===== src/rtl/viterbi_pkg.sv =====
// Shared types and helpers for the hard-decision rate-1/2 Viterbi decoder.
// Widths are sized for the largest supported constraint length.
package viterbi_pkg;

   typedef enum logic [1:0] {StAcs, StTrace, StEmit} state_e;

   localparam int unsigned MaxK = 7;

   function automatic logic [1:0] conv_out(input logic [MaxK-1:0] r,
                                           input logic [MaxK-1:0] g0,
                                           input logic [MaxK-1:0] g1);
      return {^(r & g0), ^(r & g1)};
   endfunction

   function automatic logic [1:0] hamming2(input logic [1:0] a, input logic [1:0] b);
      logic [1:0] x;
      x = a ^ b;
      return {1'b0, x[1]} + {1'b0, x[0]};
   endfunction

   // Saturation ceiling for a path metric of the given width.
   function automatic int unsigned pm_sat(input int unsigned w);
      return (1 << w) - 1;
   endfunction

endpackage


===== src/rtl/viterbi_acs_unit.sv =====
// Add-compare-select for one trellis state with saturating adds and
// subtraction of the previous step's minimum metric.
module viterbi_acs_unit
   import viterbi_pkg::*;
#(
   parameter int unsigned PM_W = 8
) (
   input  logic [PM_W-1:0] i_pm0,
   input  logic [PM_W-1:0] i_pm1,
   input  logic [1:0]      i_bm0,
   input  logic [1:0]      i_bm1,
   input  logic [PM_W-1:0] i_pm_min,
   output logic [PM_W-1:0] o_pm,
   output logic            o_dec
);

   localparam logic [PM_W:0] PmMax = (PM_W+1)'(pm_sat(PM_W));

   logic [PM_W:0]   w_sum0;
   logic [PM_W:0]   w_sum1;
   logic [PM_W:0]   w_sat0;
   logic [PM_W:0]   w_sat1;
   logic [PM_W-1:0] w_best;

   always_comb begin
      w_sum0 = {1'b0, i_pm0} + {{(PM_W-1){1'b0}}, i_bm0};
      w_sum1 = {1'b0, i_pm1} + {{(PM_W-1){1'b0}}, i_bm1};
      w_sat0 = (w_sum0 > PmMax) ? PmMax : w_sum0;
      w_sat1 = (w_sum1 > PmMax) ? PmMax : w_sum1;
      // Ties resolve to the b = 0 predecessor.
      o_dec  = (w_sat1 < w_sat0);
      w_best = o_dec ? w_sat1[PM_W-1:0] : w_sat0[PM_W-1:0];
      o_pm   = w_best - i_pm_min;
   end

endmodule


===== src/rtl/viterbi_decoder.sv =====
// Hard-decision Viterbi decoder: ACS over all states per symbol, circular survivor
// memory and sliding-window traceback with a zero-tail flush at frame end.
module viterbi_decoder
   import viterbi_pkg::*;
#(
   parameter int unsigned  K        = 3,
   parameter logic [K-1:0] G0       = 3'b111,
   parameter logic [K-1:0] G1       = 3'b101,
   parameter int unsigned  TB_DEPTH = 15,
   parameter int unsigned  PM_W     = 8
) (
   input  logic       clk,
   input  logic       rst_n,
   input  logic       in_valid,
   output logic       in_ready,
   input  logic [1:0] in_sym,
   input  logic       in_last,
   output logic       out_valid,
   input  logic       out_ready,
   output logic       out_bit,
   output logic       out_last
);

   localparam int unsigned S  = 1 << (K - 1);
   localparam int unsigned SW = K - 1;
   localparam int unsigned PW = $clog2(TB_DEPTH);
   localparam int unsigned CW = $clog2(TB_DEPTH + 1);
   localparam logic [PM_W-1:0] PmInit = {1'b1, {(PM_W-1){1'b0}}};

   state_e              r_state;
   logic                r_in_ready;
   logic                r_out_valid;
   logic                r_out_bit;
   logic                r_out_last;
   logic                r_flush;
   logic [PM_W-1:0]     r_pm [S];
   logic [PM_W-1:0]     r_pm_min;
   logic [S-1:0]        r_surv [TB_DEPTH];
   logic [PW-1:0]       r_wr_ptr;
   logic [PW-1:0]       r_rd_ptr;
   logic [CW-1:0]       r_fill;
   logic [CW-1:0]       r_len;
   logic [CW-1:0]       r_step;
   logic [CW-1:0]       r_emit_idx;
   logic [SW-1:0]       r_tb_state;
   logic [TB_DEPTH-1:0] r_dec_buf;

   logic [PM_W-1:0]     w_pm_new [S];
   logic [S-1:0]        w_dec;
   logic [PM_W-1:0]     w_new_min;
   logic [SW-1:0]       w_new_min_idx;
   logic                w_acc;
   logic [CW-1:0]       w_fill_next;
   logic [PW-1:0]       w_wr_next;
   logic [PW-1:0]       w_rd_prev;
   logic                w_tb_d;
   logic                w_tb_bit;
   logic [SW-1:0]       w_tb_prev;

   // Predecessors of state s are {s[K-3:0], b}; the input bit on that branch is s[K-2].
   for (genvar gs = 0; gs < S; gs++) begin : g_acs
      localparam int unsigned P0 = (gs << 1) % S;
      localparam int unsigned P1 = P0 + 1;
      localparam int unsigned U  = gs >> (K - 2);
      localparam logic [MaxK-1:0] R0 = MaxK'((U << (K - 1)) | P0);
      localparam logic [MaxK-1:0] R1 = MaxK'((U << (K - 1)) | P1);

      logic [1:0] w_bm0;
      logic [1:0] w_bm1;

      assign w_bm0 = hamming2(in_sym, conv_out(R0, MaxK'(G0), MaxK'(G1)));
      assign w_bm1 = hamming2(in_sym, conv_out(R1, MaxK'(G0), MaxK'(G1)));

      viterbi_acs_unit #(.PM_W(PM_W)) u_acs (
         .i_pm0    (r_pm[P0]),
         .i_pm1    (r_pm[P1]),
         .i_bm0    (w_bm0),
         .i_bm1    (w_bm1),
         .i_pm_min (r_pm_min),
         .o_pm     (w_pm_new[gs]),
         .o_dec    (w_dec[gs])
      );
   end

   always_comb begin
      w_new_min     = w_pm_new[0];
      w_new_min_idx = '0;
      for (int i = 1; i < S; i++) begin
         if (w_pm_new[i] < w_new_min) begin
            w_new_min     = w_pm_new[i];
            w_new_min_idx = SW'(i);
         end
      end
   end

   assign w_acc       = in_valid && r_in_ready;
   assign w_fill_next = (r_fill == CW'(TB_DEPTH)) ? r_fill : r_fill + CW'(1);
   assign w_wr_next   = (r_wr_ptr == PW'(TB_DEPTH - 1)) ? '0 : r_wr_ptr + PW'(1);
   assign w_rd_prev   = (r_rd_ptr == '0) ? PW'(TB_DEPTH - 1) : r_rd_ptr - PW'(1);
   assign w_tb_d      = r_surv[r_rd_ptr][r_tb_state];
   assign w_tb_bit    = r_tb_state[SW-1];
   assign w_tb_prev   = {r_tb_state[SW-2:0], w_tb_d};

   always_ff @(posedge clk) begin
      if (w_acc) r_surv[r_wr_ptr] <= w_dec;
   end

   always_ff @(posedge clk or negedge rst_n) begin
      if (!rst_n) begin
         r_state     <= StAcs;
         r_in_ready  <= 1'b0;
         r_out_valid <= 1'b0;
         r_out_bit   <= 1'b0;
         r_out_last  <= 1'b0;
         r_flush     <= 1'b0;
         r_wr_ptr    <= '0;
         r_rd_ptr    <= '0;
         r_fill      <= '0;
         r_len       <= '0;
         r_step      <= '0;
         r_emit_idx  <= '0;
         r_tb_state  <= '0;
         r_dec_buf   <= '0;
         r_pm_min    <= '0;
         for (int i = 0; i < S; i++) r_pm[i] <= (i == 0) ? '0 : PmInit;
      end else begin
         unique case (r_state)
            StAcs: begin
               r_in_ready <= 1'b1;
               if (w_acc) begin
                  for (int i = 0; i < S; i++) r_pm[i] <= w_pm_new[i];
                  r_pm_min <= w_new_min;
                  r_wr_ptr <= w_wr_next;
                  r_fill   <= w_fill_next;
                  r_rd_ptr <= r_wr_ptr;
                  r_step   <= '0;
                  if (in_last) begin
                     r_flush    <= 1'b1;
                     r_tb_state <= '0;
                     r_len      <= w_fill_next;
                     r_in_ready <= 1'b0;
                     r_state    <= StTrace;
                  end else if (w_fill_next == CW'(TB_DEPTH)) begin
                     r_flush    <= 1'b0;
                     r_tb_state <= w_new_min_idx;
                     r_len      <= CW'(TB_DEPTH);
                     r_in_ready <= 1'b0;
                     r_state    <= StTrace;
                  end
               end
            end
            StTrace: begin
               // Step 0 yields the newest bit, so buffer index grows with age.
               r_dec_buf[r_step] <= w_tb_bit;
               r_tb_state        <= w_tb_prev;
               r_rd_ptr          <= w_rd_prev;
               r_step            <= r_step + CW'(1);
               if (r_step == r_len - CW'(1)) begin
                  r_state     <= StEmit;
                  r_out_valid <= 1'b1;
                  r_out_bit   <= w_tb_bit;
                  r_out_last  <= r_flush && (r_len == CW'(1));
                  r_emit_idx  <= r_len - CW'(1);
               end
            end
            StEmit: begin
               if (out_ready) begin
                  if (r_flush && (r_emit_idx != '0)) begin
                     r_emit_idx <= r_emit_idx - CW'(1);
                     r_out_bit  <= r_dec_buf[r_emit_idx - CW'(1)];
                     r_out_last <= (r_emit_idx == CW'(1));
                  end else begin
                     r_out_valid <= 1'b0;
                     r_out_last  <= 1'b0;
                     r_in_ready  <= 1'b1;
                     r_state     <= StAcs;
                     if (r_flush) begin
                        r_flush  <= 1'b0;
                        r_fill   <= '0;
                        r_wr_ptr <= '0;
                        r_pm_min <= '0;
                        for (int i = 0; i < S; i++) r_pm[i] <= (i == 0) ? '0 : PmInit;
                     end
                  end
               end
            end
            default: r_state <= StAcs;
         endcase
      end
   end

   assign in_ready  = r_in_ready;
   assign out_valid = r_out_valid;
   assign out_bit   = r_out_bit;
   assign out_last  = r_out_last;

endmodule


===== config.mk =====
export PLATFORM = sky130hd
export DESIGN_NAME = viterbi_decoder
export DESIGN_NICKNAME = d
export VERILOG_FILES = /design/src/rtl/viterbi_pkg.sv /design/src/rtl/viterbi_acs_unit.sv /design/src/rtl/viterbi_decoder.sv
export SDC_FILE = /design/constraint.sdc
export NUM_CORES = 1
export LEC_CHECK = 0
export BUFFER_PORTS_ARGS = -buffer_cell sky130_fd_sc_hd__buf_2
export CORE_MARGIN = 10
export CORE_UTILIZATION = 30
export CTS_BUF_LIST = sky130_fd_sc_hd__clkbuf_16
export DETAILED_ROUTE_END_ITERATION = 8
export PLACE_DENSITY = 0.48
export SLEW_MARGIN = 0
export SYNTH_ARGS = -nofsm -noshare
export SYNTH_HDL_FRONTEND = slang
export SYNTH_HIERARCHICAL = 1
export SYNTH_SLANG_ARGS = --single-unit

===== constraint.sdc =====
create_clock -name clk -period 27.1 [get_ports clk]
set_input_delay 1.355 -clock clk [delete_from_list [all_inputs] [get_ports clk]]
set_output_delay 1.355 -clock clk [all_outputs]
set_load 0.02 [all_outputs]

# Word-level counts from Yosys, hierarchy flattened
# Memories as Yosys holds them, arrays and structs flattened.
# Index checks and enable logic that the tools add are counted.
# word_totals
register_bits,88
latch_bits,0
ramBits,60
romBits,0
input_bits,7
output_inout_bits,4
word_cells,190
n_memories,1
# op_classes
add_sub_neg,22
mul,0
div_mod_pow,0
magnitude_cmp,19
eq_ne,15
shifts,0
muxes,90
bitwise,3
reduce_logical,21
# memory_table
name,words,width,read_ports,rd_clocked_by_memory_dff,wr,line_no,rtl
r_surv,15,4,1,0,1,viterbi_decoder.sv:38,logic [S-1:0] r_surv [TB_DEPTH];
# ops
operator,count
$mux 32,4
$mux 8,11
$add 8x2->9,8
$gt 9x8->1 const B,8
$mux 9,8
$pmux 32 s2,1
$mux 4,15
$pmux 4 s2,5
$lt 9x9->1,4
$sub 8x8->8,4
$lt 8x8->1,3
$mux 1,23
$mux 2,11
$pmux 8 s2,1
$bwmux 15,1
$reduce_and 5->1,3
$add 4x1->4 const B,3
$eq 4x4->1 const B,3
$ne 2x2->1 const B,6
$reduce_and 3->1,4
$sub 4x1->4 const B,3
$lt 4x5->1 const B,2
$pmux 1 s2,5
$add 1x1->2,4
other kinds (21),30

# Logic depth before layout (Yosys ltp)
# depth
ltp_word,18
mapped_depth,51
mapped_depth_nobuf,47

# By module
# The synthesis kept the hierarchy.
# by_module_without_submodules
mod,n_inst,cells_per_inst,area_per_inst_um2
viterbi_decoder,1,689,7453.4
viterbi_acs_unit,4,135,991.0

# Worst setup path before layout
# No wires, ideal clock.
# synth_path
path_kind,input -> register
start,input port in_sym[0]
end,register r_pm_min[3]
setup_time_ps,126
arrival_ps,10072
required_ps,26974
path_slack_ps,16902
stages,50
cell_sequence,inv_1 ha_1 inv_1 ha_1 fa_1 nand4_1 or2_2 mux2_2 ha_1 nand4_1 o21ai_0 o211ai_1 nand3_2 clkbuf_1 nor2_1 a21oi_1 ha_1 nor2b_1 (+14 left out) ha_1 a21o_1 a21o_1 a21oi_1 o21a_1 a31o_1 buf_2 mux2i_1 ha_1 a21o_1 a21oi_1 o22ai_1 nor2_1 nand3b_1 mux2_4 and2_1 buf_6 a221o_1
# synth_via
word_cells_on_any_way,50
cone_classes,add/sub (16); order compare (15); mux (17); bitwise (2)
# synth_lines
element,line_no,rtl
"start, declared",viterbi_decoder.sv:16,"input logic [1:0] in_sym,"
$add 1x1->2 (*),viterbi_pkg.sv:18,"return {1'b0, x[1]} + {1'b0, x[0]};"
net g_acs[0].w_bm0[0],viterbi_decoder.sv:68,logic [1:0] w_bm0;
$add 8x2->9,viterbi_acs_unit.sv:26,"w_sum0 = {1'b0, i_pm0} + {{(PM_W-1){1'b0}}, i_bm0};"
$gt 9x8->1,viterbi_acs_unit.sv:28,w_sat0 = (w_sum0 > PmMax) ? PmMax : w_sum0;
$mux 9,viterbi_acs_unit.sv:28,
$lt 9x9->1,viterbi_acs_unit.sv:31,o_dec = (w_sat1 < w_sat0);
$mux 8,viterbi_acs_unit.sv:32,w_best = o_dec ? w_sat1[PM_W-1:0] : w_sat0[PM_W-1:0];
$sub 8x8->8,viterbi_acs_unit.sv:33,o_pm = w_best - i_pm_min;
$lt 8x8->1,viterbi_decoder.sv:89,if (w_pm_new[i] < w_new_min) begin
$mux 8,viterbi_decoder.sv:89,
$lt 8x8->1,viterbi_decoder.sv:89,
$mux 8 (*),viterbi_decoder.sv:89,
$lt 8x8->1,viterbi_decoder.sv:89,
$mux 8 (*),viterbi_decoder.sv:89,
$mux 8 (*),viterbi_decoder.sv:130,if (w_acc) begin
$pmux 8 s2 (*),viterbi_decoder.sv:127,unique case (r_state)
"end signal, assigned",viterbi_decoder.sv:132,r_pm_min <= w_new_min;
"end, declared",viterbi_decoder.sv:37,logic [PM_W-1:0] r_pm_min;
# Mark *: on every way through the listed nets, which the timed path passes. The rest lies on a longest branch. The select of a mux whose other input is x is not followed.
# A chain may end at the register's enable or synchronous reset.

==> flow_summary.toml <==
[run_status]
run_status = "finished, final reports clean"

[setup_path]
critPathTopFamily = "compound AO/OA/AOI/OAI gates"
start_kind = "input port"
worstPathMaxFanout = 17
slowest_stage = "o31ai_1"
worstPathBufferInverterCount = 5
worst_setup_path_class = "in -> reg"
critical-path-max-stage-delay_ns = 0.45
cp.required_ns = 27.40
crit_arrival_ns = 11.29
cpMostUsedCell = "ha_1"
timing.critical_path.to_type = "flip-flop"

[synth]
synthesis.instances = 1229
yosys_register_bits = 148
yosysTopAreaCell = "dfrtp_1"
ys.flop_type = "dfrtp_1"
number_of_synthesized_flops_with_an_enable_pin = 60
synth.yosys.seq_area_share_pct = 35.1
yosysWarnings = 6
synth_nets = 1363
postSynthAreaPerCell_um2 = 9.29
synthArstFlopShare_pct = 59.5
unique_cell_type_count_in_the_yosys_netlist = 64
syn-cell-area_mm2 = 0.0114
yosys-top-cells-area = "dfrtp_1, edfxtp_1, ha_1, nand2_1, mux2i_1"
yosysTopAreaCellShare_pct = 18.6

[clock_network]
numCtsBuffers = 17
clkLatencyLatePin_ns = 0.43
clock-root-buffer = "clkbuf_16"
clkSlewWorstSetupHoldPaths_ns = 0.07
post_cts_hold_buffer_count = 0
cts_tree = "yes"
cts-root-to-sink-buffers = 2
post_cts.repair.setup_buffers = 0
cts.sinks = 148
postCtsResizedCells = 0
h-tree-depth = 4

[floorplanning]
design.portCount = 11
start_util_pct = 30.4
floorplan.die.width_um = 215
fp.coreArea_mm2 = 0.0376
fp.dieArea_mm2 = 0.0463
chipHeight_um = 215
std_cell_rows = 71

[placed_design]
dp_hpwl_mm = 22.7
detailedPlace.worstSlack_ns = 15.71
buffer_ports.inserted = 10
gp_congestion = 0.881

[timing]
timing_worst_slew_pin_value_ns = 1.12
final.period_utilization_pct = 40.6
final_critical_path_required_period_ns = 11.00
rsz0062_at_grt = "false"
max_freq_mhz = 90.9
timing_hold_violations_final = 0
worst_slew_margin_rel_pct = 25.4
timing.clock.skew_ns = 0.0195
fin_setup_tns_ns = 0
timing_max_transition_violations_final = 0
number_of_endpoints_failing_setup_at_the_final_stage = 0
timing.final.ws_setup_ns = 16.10

[final_layout]
area_delta_synth_final_pct = 9.82
finalNetCount = 1355
drive_above_1_share_pct = 9.24
insertedDiodeCount = 0

[drt]
route.detailed.vias_per_inst = 5.02
detail_route.first_pass.iterations = 4
dr_total_vias = 8754
post_route_drc = 0
wl_per_cell_um = 17.2
drt_iter0_drcs = 494
route.antenna.remaining_nets = 0
postRouteWirelength_mm = 30.0

[global_route]
grt_max_degree = 74
grt_pass1_vias = 8725
wire_length_of_the_first_global_routing_pass_mm = 48.7
globalRoute.totalOverflow = 0
grt_antenna_before_repair = 0
grtUsageTotal_pct = 13.1

[run]
drv.max_cap_violation_count = 0

[hold_path]
hold_path.class = "reg -> reg"
final timing paths:
check / startpoint / depth (start not counted) / end / slack, ns
worst max-delay path: in_sym[0] / 45 / r_pm_min[3] / 16.10
worst min-delay path: r_dec_buf[1] / 1 / r_dec_buf[1] / 0.50
worst max register to register: r_pm[24] / 42 / r_pm_min[3] / 17.15
worst min register to register: r_dec_buf[1] / 1 / r_dec_buf[1] / 0.50
max in group asynchronous: rst_n / 2 / r_pm[21] / 25.08
min in group asynchronous: rst_n / 1 / r_dec_buf[4] / 0.83
cell usage in the layout, fill, tap and decap left out, types with 9 or more instances in the layout:
cell type,n
inv_1,81
nor2_1,92
mux2i_1,43
nor3_1,15
o21a_1,18
mux2_2,23
a21o_1,28
mux4_2,10
fa_1,12
clkbuf_16,17
nand2_1,169
nand4_1,25
or2_2,10
o31ai_1,14
and3_1,12
a21oi_1,66
o21ai_0,71
edfxtp_1,60
ha_1,115
nand2b_1,26
xnor2_1,31
dfrtp_1,85
o211ai_1,9
xor2_1,23
buf_2,9
nand3_1,40
cell type report:
cell class | instances | area [um2]
timing repair buffer | 16 | 97.6
multi-input combinational | 953 | 6930
clock inverter | 15 | 120
tap | 511 | 639
fill | 3851 | 25000
clock buffer | 17 | 425
inverter | 85 | 319
sequential | 148 | 4010
cell families after synthesis:
family                   share of synthesized area (%)
AND/OR/NAND/NOR                                   17.1
AO/OA/AOI/OAI                                     16.2
flip-flops                                        35.1
buffers and inverters                             4.33
adder cells (fa/ha/maj)                           14.7
multiplexers                                      8.14
XOR/XNOR                                          4.14
other                                            0.263
cell usage after synthesis, types with 7 or more instances:
cell type	instances
nand4_1	25
nand3_1	40
xor2_1	23
a21oi_1	66
nor2_1	93
mux2_2	23
mux4_2	10
xnor2_1	31
mux2i_1	43
nor2b_1	7
nor3_1	15
ha_1	115
o21a_1	18
or2_2	10
fa_1	12
nand2_1	169
conb_1	8
o21ai_0	71
inv_1	81
and3_1	12
edfxtp_1	60
dfrtp_1	85
a21o_1	28
nand2b_1	26
nor3b_1	7
o211ai_1	9
a221o_1	7
o31ai_1	14
clkbuf_1	37
registers in the layout, indices dropped and copies added, names as in the netlist, 2 cells and up:
signal	count
r_pm_min	8
r_fill	4
r_tb_state	2
r_step	4
r_len	4
r_pm	32
r_emit_idx	4
r_state	2
r_dec_buf	15
r_surv	60
r_rd_ptr	4
r_wr_ptr	4
layer usage:
layer	track usage [%]	share of wire, %	wire, um	vias up
met5	0	0	0	-
met4	3.59	1.6	481	0
met3	1.66	2.5	737	31
met2	21.7	47	14300	126
met1	17.5	48	14500	4213
li1	-	-	-	4384
through the flow:
step / hold slack, ns / cells / util, % / cell area, um2
floorplan: 0.471 / 1229 / - / 11400
global placement: 0.463 / 1713 / 31.9 / 12000
detailed placement: 0.487 / 1713 / 31.9 / 12000
CTS: 0.505 / 1745 / 33.4 / 12500
global route: 0.521 / 1745 / 33.4 / 12500
finish: 0.503 / 1745 / 33.4 / 12500
Power is not shown: default switching activity piles up to over one toggle a cycle in this logic, so the estimate is an artifact.
